$ cat src/rtl/conv_window_ctrl_if.sv
// Pixel handshake and window-result bus between the stream endpoints and conv_window_ctrl.
interface conv_window_ctrl_if #(
  parameter int CNT_W = 16
);
  logic             pix_valid;
  logic             pix_ready;
  logic             out_valid;
  logic [CNT_W-1:0] out_col;
  logic [CNT_W-1:0] out_row;
  logic             out_row_last;
  logic             frame_done;

  modport master (
    output pix_valid,
    input  pix_ready, out_valid, out_col, out_row, out_row_last, frame_done
  );

  modport slave (
    input  pix_valid,
    output pix_ready, out_valid, out_col, out_row, out_row_last, frame_done
  );
endinterface

$ cat src/rtl/conv_window_ctrl.sv
// Window-valid controller: tracks input pixel position, flags stride-aligned KxK windows and
// re-times them by PIPE_LAT. A start spends one extra CALC cycle computing OW/OH before RUN.
module conv_window_ctrl #(
  parameter int CNT_W       = 16,
  parameter int KERNEL_SIZE = 3,
  parameter int STRIDE_W    = 4,
  parameter int PIPE_LAT    = 4
) (
  input  logic                clk,
  input  logic                rst,
  input  logic                start,
  input  logic [CNT_W-1:0]    cfg_img_w,
  input  logic [CNT_W-1:0]    cfg_img_h,
  input  logic [STRIDE_W-1:0] cfg_stride,
  input  logic                cfg_continuous,
  input  logic                stop,
  conv_window_ctrl_if.slave   pix,
  output logic                busy,
  output logic                cfg_err,
  output logic [15:0]         frame_cnt
);
  localparam logic [1:0] ST_IDLE  = 2'd0;
  localparam logic [1:0] ST_CALC  = 2'd1;
  localparam logic [1:0] ST_RUN   = 2'd2;
  localparam logic [1:0] ST_DRAIN = 2'd3;

  localparam logic [CNT_W-1:0]    K_C       = CNT_W'(KERNEL_SIZE);
  localparam logic [CNT_W-1:0]    K_M1      = CNT_W'(KERNEL_SIZE - 1);
  localparam logic [PIPE_LAT-1:0] PEND_MASK = PIPE_LAT'((64'd1 << (PIPE_LAT - 1)) - 64'd1);

  logic [1:0]          state_r, state_nx_s;
  logic [CNT_W-1:0]    w_r, h_r, ow_r, oh_r;
  logic [STRIDE_W-1:0] s_r;
  logic                cont_r, stop_seen_r, cfg_err_r;
  logic [CNT_W-1:0]    col_r, row_r, ocol_r, orow_r;
  logic [STRIDE_W-1:0] cph_r, rph_r;
  logic [PIPE_LAT-1:0] pipe_r;
  logic [15:0]         frame_cnt_r;

  logic accept_s, win_s, col_last_s, row_last_s, pix_last_s;
  logic out_valid_s, ocol_last_s, orow_last_s, done_s;
  logic stop_any_s, pend_s, bad_cfg_s, flush_s;
  logic [STRIDE_W-1:0] s_m1_s;

  assign accept_s    = pix.pix_valid & (state_r == ST_RUN);
  assign col_last_s  = (col_r == w_r - CNT_W'(1));
  assign row_last_s  = (row_r == h_r - CNT_W'(1));
  assign pix_last_s  = accept_s & col_last_s & row_last_s;
  assign s_m1_s      = s_r - STRIDE_W'(1);
  assign win_s       = accept_s & (col_r >= K_M1) & (row_r >= K_M1) &
                       (cph_r == '0) & (rph_r == '0);
  assign out_valid_s = pipe_r[PIPE_LAT-1];
  assign ocol_last_s = (ocol_r == ow_r - CNT_W'(1));
  assign orow_last_s = (orow_r == oh_r - CNT_W'(1));
  assign done_s      = out_valid_s & ocol_last_s & orow_last_s;
  assign stop_any_s  = stop_seen_r | stop;
  // Later flags still in the pipe belong to a newer frame, so DRAIN must not end yet.
  assign pend_s      = |(pipe_r & PEND_MASK);
  assign bad_cfg_s   = (cfg_img_w < K_C) | (cfg_img_h < K_C) | (cfg_stride == '0);
  assign flush_s     = (state_r == ST_RUN) & done_s & stop_any_s;

  // Next-state selection.
  always_comb begin
    state_nx_s = state_r;
    case (state_r)
      ST_IDLE: begin
        if (start && !bad_cfg_s) state_nx_s = ST_CALC;
        else                     state_nx_s = ST_IDLE;
      end
      ST_CALC: state_nx_s = ST_RUN;
      ST_RUN: begin
        if (flush_s)                                     state_nx_s = ST_IDLE;
        else if (pix_last_s && !(cont_r && !stop_any_s)) state_nx_s = ST_DRAIN;
        else                                             state_nx_s = ST_RUN;
      end
      ST_DRAIN: begin
        if (done_s && !pend_s) state_nx_s = ST_IDLE;
        else                   state_nx_s = ST_DRAIN;
      end
      default: state_nx_s = ST_IDLE;
    endcase
  end

  // State, configuration latch, output-size compute and sticky stop.
  always_ff @(posedge clk or posedge rst) begin
    if (rst) begin
      state_r     <= ST_IDLE;
      w_r         <= '0;
      h_r         <= '0;
      s_r         <= '0;
      cont_r      <= 1'b0;
      ow_r        <= '0;
      oh_r        <= '0;
      stop_seen_r <= 1'b0;
      cfg_err_r   <= 1'b0;
    end else begin
      state_r   <= state_nx_s;
      cfg_err_r <= (state_r == ST_IDLE) & start & bad_cfg_s;
      if (state_r == ST_IDLE && start) begin
        w_r    <= cfg_img_w;
        h_r    <= cfg_img_h;
        s_r    <= cfg_stride;
        cont_r <= cfg_continuous;
      end
      if (state_r == ST_CALC) begin
        ow_r <= (w_r - K_C) / CNT_W'(s_r) + CNT_W'(1);
        oh_r <= (h_r - K_C) / CNT_W'(s_r) + CNT_W'(1);
      end
      if (state_r == ST_IDLE) stop_seen_r <= 1'b0;
      else if (stop)          stop_seen_r <= 1'b1;
    end
  end

  // Input position and stride-phase counters; phases restart where the first window fits.
  always_ff @(posedge clk or posedge rst) begin
    if (rst) begin
      col_r <= '0;
      row_r <= '0;
      cph_r <= '0;
      rph_r <= '0;
    end else if (state_r != ST_RUN || flush_s) begin
      col_r <= '0;
      row_r <= '0;
      cph_r <= '0;
      rph_r <= '0;
    end else if (accept_s) begin
      if (col_last_s) begin
        col_r <= '0;
        cph_r <= '0;
        if (row_last_s) begin
          row_r <= '0;
          rph_r <= '0;
        end else begin
          row_r <= row_r + CNT_W'(1);
          rph_r <= (row_r < K_M1 || rph_r == s_m1_s) ? '0 : rph_r + STRIDE_W'(1);
        end
      end else begin
        col_r <= col_r + CNT_W'(1);
        cph_r <= (col_r < K_M1 || cph_r == s_m1_s) ? '0 : cph_r + STRIDE_W'(1);
      end
    end
  end

  // Latency pipe, output coordinates and frame counter.
  always_ff @(posedge clk or posedge rst) begin
    if (rst) begin
      pipe_r      <= '0;
      ocol_r      <= '0;
      orow_r      <= '0;
      frame_cnt_r <= '0;
    end else begin
      if (flush_s) pipe_r <= '0;
      else         pipe_r <= PIPE_LAT'({pipe_r, win_s});
      if (out_valid_s) begin
        if (ocol_last_s) begin
          ocol_r <= '0;
          if (orow_last_s) begin
            orow_r      <= '0;
            frame_cnt_r <= frame_cnt_r + 16'd1;
          end else begin
            orow_r <= orow_r + CNT_W'(1);
          end
        end else begin
          ocol_r <= ocol_r + CNT_W'(1);
        end
      end
    end
  end

  assign pix.pix_ready    = (state_r == ST_RUN);
  assign pix.out_valid    = out_valid_s;
  assign pix.out_col      = ocol_r;
  assign pix.out_row      = orow_r;
  assign pix.out_row_last = out_valid_s & ocol_last_s;
  assign pix.frame_done   = done_s;
  assign busy             = (state_r != ST_IDLE);
  assign cfg_err          = cfg_err_r;
  assign frame_cnt        = frame_cnt_r;
endmodule
$ cat src/flat_wrapper.sv
// flat-port wrapper written by rule: the top's interface ports become plain ports
module conv_window_ctrl_flat 
#(
  parameter int CNT_W       = 16,
  parameter int KERNEL_SIZE = 3,
  parameter int STRIDE_W    = 4,
  parameter int PIPE_LAT    = 4
)
  (clk, rst, start, cfg_img_w, cfg_img_h, cfg_stride, cfg_continuous, stop, busy, cfg_err, frame_cnt, pix_pix_valid, pix_pix_ready, pix_out_valid, pix_out_col, pix_out_row, pix_out_row_last, pix_frame_done);
  conv_window_ctrl_if #(.CNT_W(CNT_W)) pix_i ();
  input  logic clk;
  input  logic rst;
  input  logic start;
  input  logic [CNT_W-1:0] cfg_img_w;
  input  logic [CNT_W-1:0] cfg_img_h;
  input  logic [STRIDE_W-1:0] cfg_stride;
  input  logic cfg_continuous;
  input  logic stop;
  output logic busy;
  output logic cfg_err;
  output logic [15:0] frame_cnt;
  input wire logic [$bits(pix_i.pix_valid)-1:0] pix_pix_valid;
  output wire logic [$bits(pix_i.pix_ready)-1:0] pix_pix_ready;
  output wire logic [$bits(pix_i.out_valid)-1:0] pix_out_valid;
  output wire logic [$bits(pix_i.out_col)-1:0] pix_out_col;
  output wire logic [$bits(pix_i.out_row)-1:0] pix_out_row;
  output wire logic [$bits(pix_i.out_row_last)-1:0] pix_out_row_last;
  output wire logic [$bits(pix_i.frame_done)-1:0] pix_frame_done;
  assign pix_i.pix_valid = pix_pix_valid;
  assign pix_pix_ready = pix_i.pix_ready;
  assign pix_out_valid = pix_i.out_valid;
  assign pix_out_col = pix_i.out_col;
  assign pix_out_row = pix_i.out_row;
  assign pix_out_row_last = pix_i.out_row_last;
  assign pix_frame_done = pix_i.frame_done;
  conv_window_ctrl #(.CNT_W(CNT_W), .KERNEL_SIZE(KERNEL_SIZE), .STRIDE_W(STRIDE_W), .PIPE_LAT(PIPE_LAT)) u_core (.clk(clk), .rst(rst), .start(start), .cfg_img_w(cfg_img_w), .cfg_img_h(cfg_img_h), .cfg_stride(cfg_stride), .cfg_continuous(cfg_continuous), .stop(stop), .pix(pix_i), .busy(busy), .cfg_err(cfg_err), .frame_cnt(frame_cnt));
endmodule
$ cat config.mk
export PLATFORM = sky130hd
export DESIGN_NAME = conv_window_ctrl_flat
export DESIGN_NICKNAME = d
export VERILOG_FILES = /design/src/rtl/conv_window_ctrl_if.sv /design/src/rtl/conv_window_ctrl.sv /design/src/flat_wrapper.sv
export SDC_FILE = /design/constraint.sdc
export NUM_CORES = 1
export LEC_CHECK = 0
export CAP_MARGIN = 20
export CORE_MARGIN = 2
export CORE_UTILIZATION = 50
export CTS_BUF_LIST = sky130_fd_sc_hd__clkbuf_8
export DETAILED_ROUTE_END_ITERATION = 10
export PLACE_DENSITY = 0.65
export SYNTH_ARGS = -nofsm -noshare
export SYNTH_HDL_FRONTEND = slang
export SYNTH_SLANG_ARGS = --single-unit
$ cat constraint.sdc
create_clock -name clk -period 86.7 [get_ports clk]
set_input_delay 26.01 -clock clk [delete_from_list [all_inputs] [get_ports clk]]
set_output_delay 26.01 -clock clk [all_outputs]
set_load 0.02 [all_outputs]
==> flow_metrics.env, run 1 <==
export IMPL_synth_seq_cells=165
export IMPL_ctsHoldBuffers=0
export IMPL_place_hpwl_um=45570
export IMPL_post_synth_cell_area_avg_um2=7.786
export IMPL_diodes=0
export IMPL_start_util_pct=50.52
export IMPL_worstPathRequired_ps=87130
export IMPL_critical_path_class="register to register"
export IMPL_setup_viol=0
export IMPL_synth_cell_types=111
export IMPL_r2r_start="u_core.w_r[2]"
export IMPL_seq_area_frac_synth_pct=20.67
export IMPL_clk_pin_slew_ps=100
export IMPL_hold_class="register to register"
export IMPL_clock_sinks=165
export IMPL_finalCritPeriodShare_pct=42.69
export IMPL_die_y_um=203.9
export IMPL_ant_nets=0
export IMPL_worstMarginPinSlew_ps=1032
export IMPL_hold_violations=0
export IMPL_fmax_mhz=27.02
export IMPL_drv_cap=0
export IMPL_rsz0062_at_grt="false"
export IMPL_p_int_uw=105.8
export IMPL_cp_endpoint="u_core.ow_r[12]"
export IMPL_ff2ff_setup_slack_ps=49690
export IMPL_seqPwrFrac_pct=54.6
export IMPL_max_slew_margin_pct=30.53
export IMPL_synthArstFlopShare_pct=100.0
export IMPL_vias=19787
export IMPL_critical_path_arrival_ps=37440
export IMPL_routed_wl_um=58120
export IMPL_p_comb_share_pct=3.0
export IMPL_irDropWorstVdd_uv=12.70
export IMPL_root_buffer="clkbuf_8"
export IMPL_clock_path_buffers=2
export IMPL_cts_buffers=17
export IMPL_cp_start_kind="register"
export IMPL_wl_per_cell_um=18.42
export IMPL_post_cts_setup_buffers=0
export IMPL_slowest_delay_ps=890
export IMPL_num_nets_final=2800
export IMPL_cts_resized=0
export IMPL_setup_slack_ps=49690
export IMPL_area_growth_pct=8.617
export IMPL_boundaryPins=96
export IMPL_r2r_end="u_core.ow_r[12]"
export IMPL_crit_path_max_fanout=15
export IMPL_grt_max_degree=95
export IMPL_grt_pass1_vias=18346
export IMPL_powerDensity_nw_per_um2=6.493
export IMPL_dr_first_iter_drc_count=1631
export IMPL_critPathLaunch="u_core.w_r[2]"
export IMPL_cts_max_level=4
export IMPL_die_width_um=203.9
export IMPL_io_buffers=95
export IMPL_crit_top_cell="ha_1"
export IMPL_clk_insertion_delay_late_ps=510
export IMPL_die_area_um2=41570
export IMPL_min_period_ps=37010
export IMPL_synth_warnings=0
export IMPL_syn_nets=2749
export IMPL_fin_setup_tns_ps=0
export IMPL_route_detailed_drc=0
export IMPL_grt_usage_pct=27.92
export IMPL_drive_above_1_share_pct=7.376
export IMPL_synth_edf_count=0
export IMPL_syn_instance_count=2566
export IMPL_via_per_inst=6.272
export IMPL_p_leak_uw=0.009987
export IMPL_swShare_pct=24.93
export IMPL_core_area_um2=39550
export IMPL_grt_pass1_wl_um=95510
export IMPL_drt_first_pass_iters=5
export IMPL_rows=73
export IMPL_worst_hold_slack_ps=492.7
export IMPL_p_clk_share_pct=42.4
export IMPL_drv_slew=0
export IMPL_gp_congestion=0.9155
export IMPL_synth_area_um2=19980
export IMPL_tritoncts="yes"
export IMPL_pre_cts_ws_ps=50430
export IMPL_cp_end_kind="register"
export IMPL_crit_path_top_delay_cell="nor4_1"
export IMPL_overflow=0
export IMPL_status="complete, no violations"
export IMPL_reg2reg_depth=143
export IMPL_clock_skew_ps=17.36
export IMPL_synthFlopType="dfrtp_1"
export IMPL_power_switching_uw=35.12
export IMPL_antenna_found_initial=0
[worst min-delay path by stage]
stage	slack, ps	start	cells past startpoint	end
after floorplan	450	u_core.pipe_r[2]	1	u_core.pipe_r[3]
after global placement	470	u_core.pipe_r[1]	1	u_core.pipe_r[2]
after detailed placement	470	u_core.pipe_r[1]	1	u_core.pipe_r[2]
after CTS	490	u_core.pipe_r[0]	1	u_core.pipe_r[1]
after global routing	520	u_core.frame_cnt[15]	1	u_core.frame_cnt[15]
final	490	u_core.pipe_r[0]	1	u_core.pipe_r[1]
[registers in the layout (all words and copies together), names as in the netlist, 16 cells and up]
signal / count
u_core.h_r: 16
u_core.ow_r: 16
u_core.col_r: 16
u_core.w_r: 16
u_core.pix.out_col: 16
u_core.frame_cnt: 16
u_core.pix.out_row: 16
u_core.row_r: 16
u_core.oh_r: 16
[cells in the final DEF (no fill, tap or decap), types with 33 or more instances in the layout]
cell | Yosys | final
nor2_1 | 251 | 251
mux2_2 | 57 | 57
nand2_1 | 247 | 247
o21ai_0 | 157 | 157
or3_1 | 40 | 40
a21oi_1 | 130 | 130
o21a_1 | 65 | 65
xor2_1 | 112 | 112
nand4_1 | 45 | 45
clkdlybuf4s50_1 | 0 | 95
nor4_1 | 60 | 60
nor3_1 | 131 | 131
and3_1 | 46 | 46
inv_1 | 66 | 65
nand3_1 | 86 | 86
mux2i_1 | 33 | 33
dfrtp_1 | 165 | 165
ha_1 | 141 | 141
xnor2_1 | 136 | 136
[layout make-up]
type | count | area, um2
multi-input combinational | 2253 | 15150
tap | 525 | 656.9
sequential | 165 | 4129
inverter | 67 | 256.5
clock buffer | 18 | 247.7
clock inverter | 14 | 163.9
timing repair buffer | 113 | 1097
fill | 3760 | 17850
[layer usage]
| layer | vias up | global-route usage, % | wire (um) |
|---|---|---|---|
| met5 | - | 0 | 0 |
| met4 | 0 | 7.065 | 984 |
| met3 | 79 | 5.246 | 3745 |
| met2 | 636 | 43.19 | 25550 |
| met1 | 9435 | 39.91 | 27850 |
| li1 | 9637 | - | - |
[Yosys cell counts (all sizes together) (65+ instances only)]
cell / n / share of area, %
nor2: 252 / 4.7
nand2: 247 / 4.6
o21ai: 164 / 4.1
dfrtp: 165 / 21
o21a: 65 / 2.4
nand3: 86 / 2.2
a21oi: 132 / 3.4
inv: 67 / 1.3
xnor2: 136 / 6.0
ha: 141 / 8.8
xor2: 113 / 5.0
nor3: 134 / 3.4
[power by group through the flow]
stage / Clock, uW / Sequential [uW] / Combinational (uW)
CTS: 61.3 / 76.9 / 4.38
global route: 64.5 / 76.9 / 4.71
finish: 59.7 / 76.9 / 4.26
detailed placement: 0 / 78.4 / 4.37
floorplan: 0 / 78.4 / 1.33
global placement: 0 / 78.4 / 4.35
[cell families after synthesis]
family,Yosys count,share of synthesized area [%]
AO/OA/AOI/OAI,661,22.73
multiplexers,92,5.010
adder cells (fa/ha/maj),142,8.880
AND/OR/NAND/NOR,1109,28.24
flip-flops,165,20.67
XOR/XNOR,249,10.95
buffers and inverters,148,3.526
[critical path, delay by kind of cell, from the launching register on]
| kind | cells | cell delay (ps) |
|---|---|---|
| and+or+nand+nor | 53 | 14860 |
| muxes | 2 | 780 |
| xor gates and xnor gates | 2 | 380 |
| DFF | 1 | 540 |
| adders and majority gates | 17 | 4990 |
| AOI/OAI and AO/OA | 65 | 14770 |
| buffers and inverters | 4 | 570 |
[metrics by stage]
step	instances	utilization [%]	instance area, um2	total power [uW]
after floorplan	2566	-	19980	79.77
after CTS	3153	54.81	21680	142.6
after detailed placement	3121	53.77	21260	82.78
final	3155	54.87	21700	140.9
after global placement	3119	53.73	21250	82.77
after global routing	3155	54.87	21700	146.1
No activity file was read; power rests on OpenSTA's default activity.
==> run 2, diff against run 1 <==
Clock period 86.7 ns to 38.6 ns, I/O delays scaled along.
==> run 2 against run 1 <==
Non-clock buffer count is 1 lower. Die area did not move. Largest power group unchanged. Sequential power is 120% higher. Total power is 120% higher. Via count down 0.50%.
==> flow_metrics.env, run 2 (synthesis gave the netlist of run 1 again) <==
export IMPL_cts_max_level=4
export IMPL_crit_path_max_fanout=15
export IMPL_drive_above_1_share_pct=7.531
export IMPL_antenna_found_initial=0
export IMPL_clock_skew_ps=19.51
export IMPL_clk_insertion_delay_late_ps=500
export IMPL_rows=73
export IMPL_powerDensity_nw_per_um2=14.28
export IMPL_die_area_um2=41570
export IMPL_critical_path_arrival_ps=35980
export IMPL_rsz0062_at_grt="false"
export IMPL_mostFrequentLayoutCell="nor2_1"
export IMPL_start_util_pct=50.52
export IMPL_grt_max_degree=95
export IMPL_postLayoutCoreUtil_pct=54.89
export IMPL_fmax_mhz=28.12
export IMPL_drt_first_pass_iters=5
export IMPL_setup_viol=0
export IMPL_critical_path_class="register to register"
export IMPL_vias=19689
export IMPL_grt_pass1_vias=18430
export IMPL_min_from="u_core.frame_cnt[12]"
export IMPL_overflow=0
export IMPL_status="complete, no violations"
export IMPL_finalInstanceArea_um2=21710
export IMPL_crit_buf_inv=4
export IMPL_via_per_inst=6.243
export IMPL_most_common_layout_cells="nor2_1, nand2_1, dfrtp_1, o21ai_0, ha_1"
export IMPL_hold_class="register to register"
export IMPL_hold_violations=0
export IMPL_crit_path_top_delay_cell="or4_4"
export IMPL_hold_path_cell_count=1
export IMPL_drv_cap=0
export IMPL_worst_hold_slack_ps=500.1
export IMPL_slowest_delay_ps=590
export IMPL_clock_sinks=165
export IMPL_cp_start_kind="register"
export IMPL_critical_path_top_delay_family="simple AND/OR/NAND/NOR gates"
export IMPL_irDropWorstVdd_uv=21.64
export IMPL_fillers=3779
export IMPL_min_period_ps=35560
export IMPL_routed_wl_um=57970
export IMPL_fin_setup_tns_ps=0
export IMPL_cts_buffers=17
export IMPL_drv_slew=0
export IMPL_ant_nets=0
export IMPL_worstMarginPinSlew_ps=1127
export IMPL_io_buffers=95
export IMPL_place_hpwl_um=45520
export IMPL_root_buffer="clkbuf_8"
export IMPL_clock_path_buffers=2
export IMPL_route_detailed_drc=0
export IMPL_boundaryPins=96
export IMPL_ff2ff_setup_slack_ps=3040
export IMPL_r2r_start="u_core.w_r[2]"
export IMPL_wl_per_cell_um=18.38
export IMPL_gp_congestion=0.9151
export IMPL_grt_pass1_wl_um=95480
export IMPL_grt_usage_pct=27.75
export IMPL_post_cts_setup_buffers=0
export IMPL_finalCritPeriodShare_pct=92.12
export IMPL_reg2reg_depth=143
export IMPL_crit_top_cell="ha_1"
export IMPL_tritoncts="yes"
export IMPL_die_y_um=203.9
export IMPL_max_slew_margin_pct=24.16
export IMPL_num_nets_final=2799
export IMPL_min_delay_worst_endpoint="u_core.frame_cnt[12]"
export IMPL_dr_first_iter_drc_count=1655
export IMPL_area_growth_pct=8.661
export IMPL_cp_end_kind="register"
export IMPL_p_leak_uw=0.009998
export IMPL_diodes=0
export IMPL_die_width_um=203.9
export IMPL_r2r_end="u_core.ow_r[12]"
export IMPL_core_area_um2=39550
export IMPL_clk_pin_slew_ps=110
export IMPL_worstPathRequired_ps=39020
export IMPL_place_area_um2=21260
## run 2: final cells by class
class	count	area [um2]	share of cell area (%)
inverter	67	256.5	1.181
multi-input combinational	2253	15180	69.92
tap	525	656.9	3.026
clock inverter	15	161.4	0.7435
clock buffer	17	234.0	1.078
timing repair buffer	112	1092	5.031
sequential	165	4129	19.02
## run 2: repair_timing
action / CTS / global route
hold buffers: 0 / 0
gates resized for setup: 0 / 7
setup endpoints to repair: 0 / 16
## run 2: how the worst max path moves through the flow
stage / from / slack [ps] / cells past startpoint / to
after CTS: u_core.w_r[2] / 2180 / 143 / u_core.ow_r[12]
final: u_core.w_r[2] / 3040 / 143 / u_core.ow_r[12]
after global placement: u_core.w_r[2] / 2580 / 143 / u_core.ow_r[12]
after floorplan: u_core.h_r[7] / 8580 / 149 / u_core.oh_r[14]
after global routing: u_core.w_r[2] / 80 / 143 / u_core.ow_r[12]
after detailed placement: u_core.w_r[2] / 2390 / 143 / u_core.ow_r[12]
## run 2: layer usage
metal	track usage (%)	vias up	part of all wire (%)
met3	3.029	56	5.7
met1	40.69	9468	48
met2	44.02	561	45
met4	5.579	0	1.3
met5	0	-	0
li1	-	9604	-
## run 2: metrics by stage
step                total power (uW)  cells  worst slack [ps]
finish                         310.1   3154              3041
global route                   321.4   3154             78.99
CTS                            313.5   3153              2185
detailed placement             185.9   3121              2385
global placement               185.9   3119              2576
floorplan                      179.1   2566              8578
## run 2: where the power goes
part           leakage [uW]        switching [uW]  internal [uW]
logic               0.00756                  5.56           3.98
registers           0.00224  0.000000000000000708            173
clock network      0.000194                  79.1           48.8
==> run 3, diff against run 2 <==
Settings changed: RECOVER_POWER from default to 100.
==> run 3 against run 2 <==
The run now ends with max-capacitance violations, max-slew violations left. Sequential share of layout area hardly changed. Register-to-register slack worse by 180 ps. Clock power is essentially flat. Clock-buffer cell count stayed put. Hold slack got worse by 5.5 ps. Critical path type unchanged. Critical endpoint unchanged.
==> flow_metrics.env, run 3 (synthesis gave the netlist of run 1 again) <==
export IMPL_hold_class="register to register"
export IMPL_drv_cap=3
export IMPL_route_detailed_drc=0
export IMPL_status="finished with violations"
export IMPL_finalCritPeriodShare_pct=92.59
export IMPL_setup_viol=0
export IMPL_grt_max_degree=95
export IMPL_drt_first_pass_iters=5
export IMPL_tritoncts="yes"
export IMPL_clk_pin_slew_ps=100
export IMPL_grt_pass1_wl_um=95480
export IMPL_gp_congestion=0.9151
export IMPL_irDropWorstVdd_uv=21.62
export IMPL_worstMarginPinSlew_ps=4425
export IMPL_diodes=0
export IMPL_critical_path_class="register to register"
export IMPL_pre_cts_ws_ps=2385
export IMPL_most_common_layout_cells="nor2_1, nand2_1, dfrtp_1, o21ai_0, ha_1"
export IMPL_max_slew_margin_pct=-196.6
export IMPL_rsz0062_at_grt="false"
export IMPL_cts_buffers=17
export IMPL_clock_path_buffers=2
export IMPL_multi_input_area_um2=15160
export IMPL_grt_usage_pct=27.75
export IMPL_rows=73
export IMPL_min_period_ps=35740
export IMPL_seqPwrFrac_pct=55.8
export IMPL_ff_latch_area_um2=4129
export IMPL_ctsHoldBuffers=0
export IMPL_p_comb_share_pct=3.0
export IMPL_setup_slack_ps=2859
export IMPL_p_int_uw=225.4
export IMPL_powerDensity_nw_per_um2=14.30
export IMPL_p_leak_uw=0.01015
export IMPL_clock_skew_ps=19.57
export IMPL_wl_per_cell_um=18.39
export IMPL_cp_start_kind="register"
export IMPL_mostFrequentLayoutCell="nor2_1"
export IMPL_routed_wl_um=58010
export IMPL_clock_sinks=165
export IMPL_cts_max_level=4
export IMPL_overflow=0
export IMPL_cp_end_kind="register"
export IMPL_via_per_inst=6.272
export IMPL_critical_path_arrival_ps=36160
export IMPL_die_width_um=203.9
export IMPL_hold_violations=0
export IMPL_die_y_um=203.9
export IMPL_fin_setup_tns_ps=0
export IMPL_root_buffer="clkbuf_8"
export IMPL_drv_slew=217
export IMPL_drive_above_1_share_pct=7.189
export IMPL_clk_insertion_delay_late_ps=500
export IMPL_ant_nets=0
export IMPL_io_buffers=95
export IMPL_power_switching_uw=84.48
export IMPL_antenna_found_initial=0
export IMPL_area_growth_pct=8.448
export IMPL_dr_first_iter_drc_count=1658
export IMPL_violations="max-capacitance violations, max-slew violations"
export IMPL_crit_path_top_delay_cell="nor4_1"
export IMPL_swShare_pct=27.26
export IMPL_num_nets_final=2799
export IMPL_die_area_um2=41570
export IMPL_boundaryPins=96
export IMPL_grt_pass1_vias=18430
export IMPL_start_util_pct=50.52
export IMPL_place_hpwl_um=45520
export IMPL_p_clk_share_pct=41.2
export IMPL_fillers=3788
export IMPL_fmax_mhz=27.98
export IMPL_vias=19782
export IMPL_crit_path_max_fanout=15
export IMPL_crit_top_cell="ha_1"
export IMPL_worstPathRequired_ps=39020
export IMPL_core_area_um2=39550
export IMPL_slowest_delay_ps=590
==> run 3: worst max-delay path: cells and delay by family (launching register included) <==
kind | cells | cell delay (ps)
fa+ha+maj | 17 | 5050
buf+inv | 4 | 580
flops | 1 | 550
xor+xnor | 2 | 370
mux | 2 | 790
simple gates | 56 | 14400
compound gates | 62 | 13830
==> run 3: per-layer routing <==
layer / vias up / part of all wire [%] / wire, um / global-route usage, %
met5: - / 0 / 0 / 0
li1: 9606 / - / - / -
met1: 9534 / 48 / 28130 / 40.69
met2: 579 / 45 / 25840 / 44.02
met3: 63 / 5.6 / 3227 / 3.029
met4: 0 / 1.4 / 807 / 5.579
==> run 3: final timing paths <==
path                            depth (start not counted)  slack [ps]                 start                   end
worst min-delay path                                    1         490  u_core.frame_cnt[12]  u_core.frame_cnt[12]
worst max register to register                        143        2860         u_core.w_r[2]       u_core.ow_r[12]
worst max-delay path                                  143        2860         u_core.w_r[2]       u_core.ow_r[12]
worst min register to register                          1         490  u_core.frame_cnt[12]  u_core.frame_cnt[12]
max in group asynchronous                               3       20800                   rst       u_core.row_r[8]
min in group asynchronous                               2       12860                   rst        u_core.ow_r[3]
==> run 3: area by class of cell <==
class,count,area share [%]
Multi-Input combinational cell,2253,69.97
Clock inverter,15,0.7449
Tap cell,525,3.032
Sequential cell,165,19.06
Timing Repair Buffer,112,4.955
Inverter,67,1.166
Clock buffer,17,1.080
==> run 3: timing repair <==
action                                  CTS  global route
endpoints found under the hold margin     0             0
endpoints found under the setup margin    0            16
setup buffers                             0             0
gates resized for setup                   0             7
==> run 3: per-stage QoR <==
stage | cells | hold WS [ps] | total power (uW) | instance area (um2) | utilization [%]
6_report | 3154 | 494.6 | 309.9 | 21670 | 54.79
2_1_floorplan | 2566 | 454.5 | 179.1 | 19980 | -
3_5_place_dp | 3121 | 471.6 | 185.9 | 21260 | 53.77
3_3_place_gp | 3119 | 466.2 | 185.9 | 21250 | 53.73
4_1_cts | 3153 | 498.2 | 313.5 | 21660 | 54.77
5_1_grt | 3154 | 517.3 | 321.3 | 21670 | 54.79
==> run 3: power groups by stage <==
| stage | clock network [uW] | registers (uW) | logic [uW] |
|---|---|---|---|
| global route | 138 | 173 | 10.4 |
| CTS | 131 | 173 | 9.80 |
| global placement | 0 | 176 | 9.78 |
| finish | 128 | 173 | 9.41 |
| detailed placement | 0 | 176 | 9.77 |
| floorplan | 0 | 176 | 2.97 |
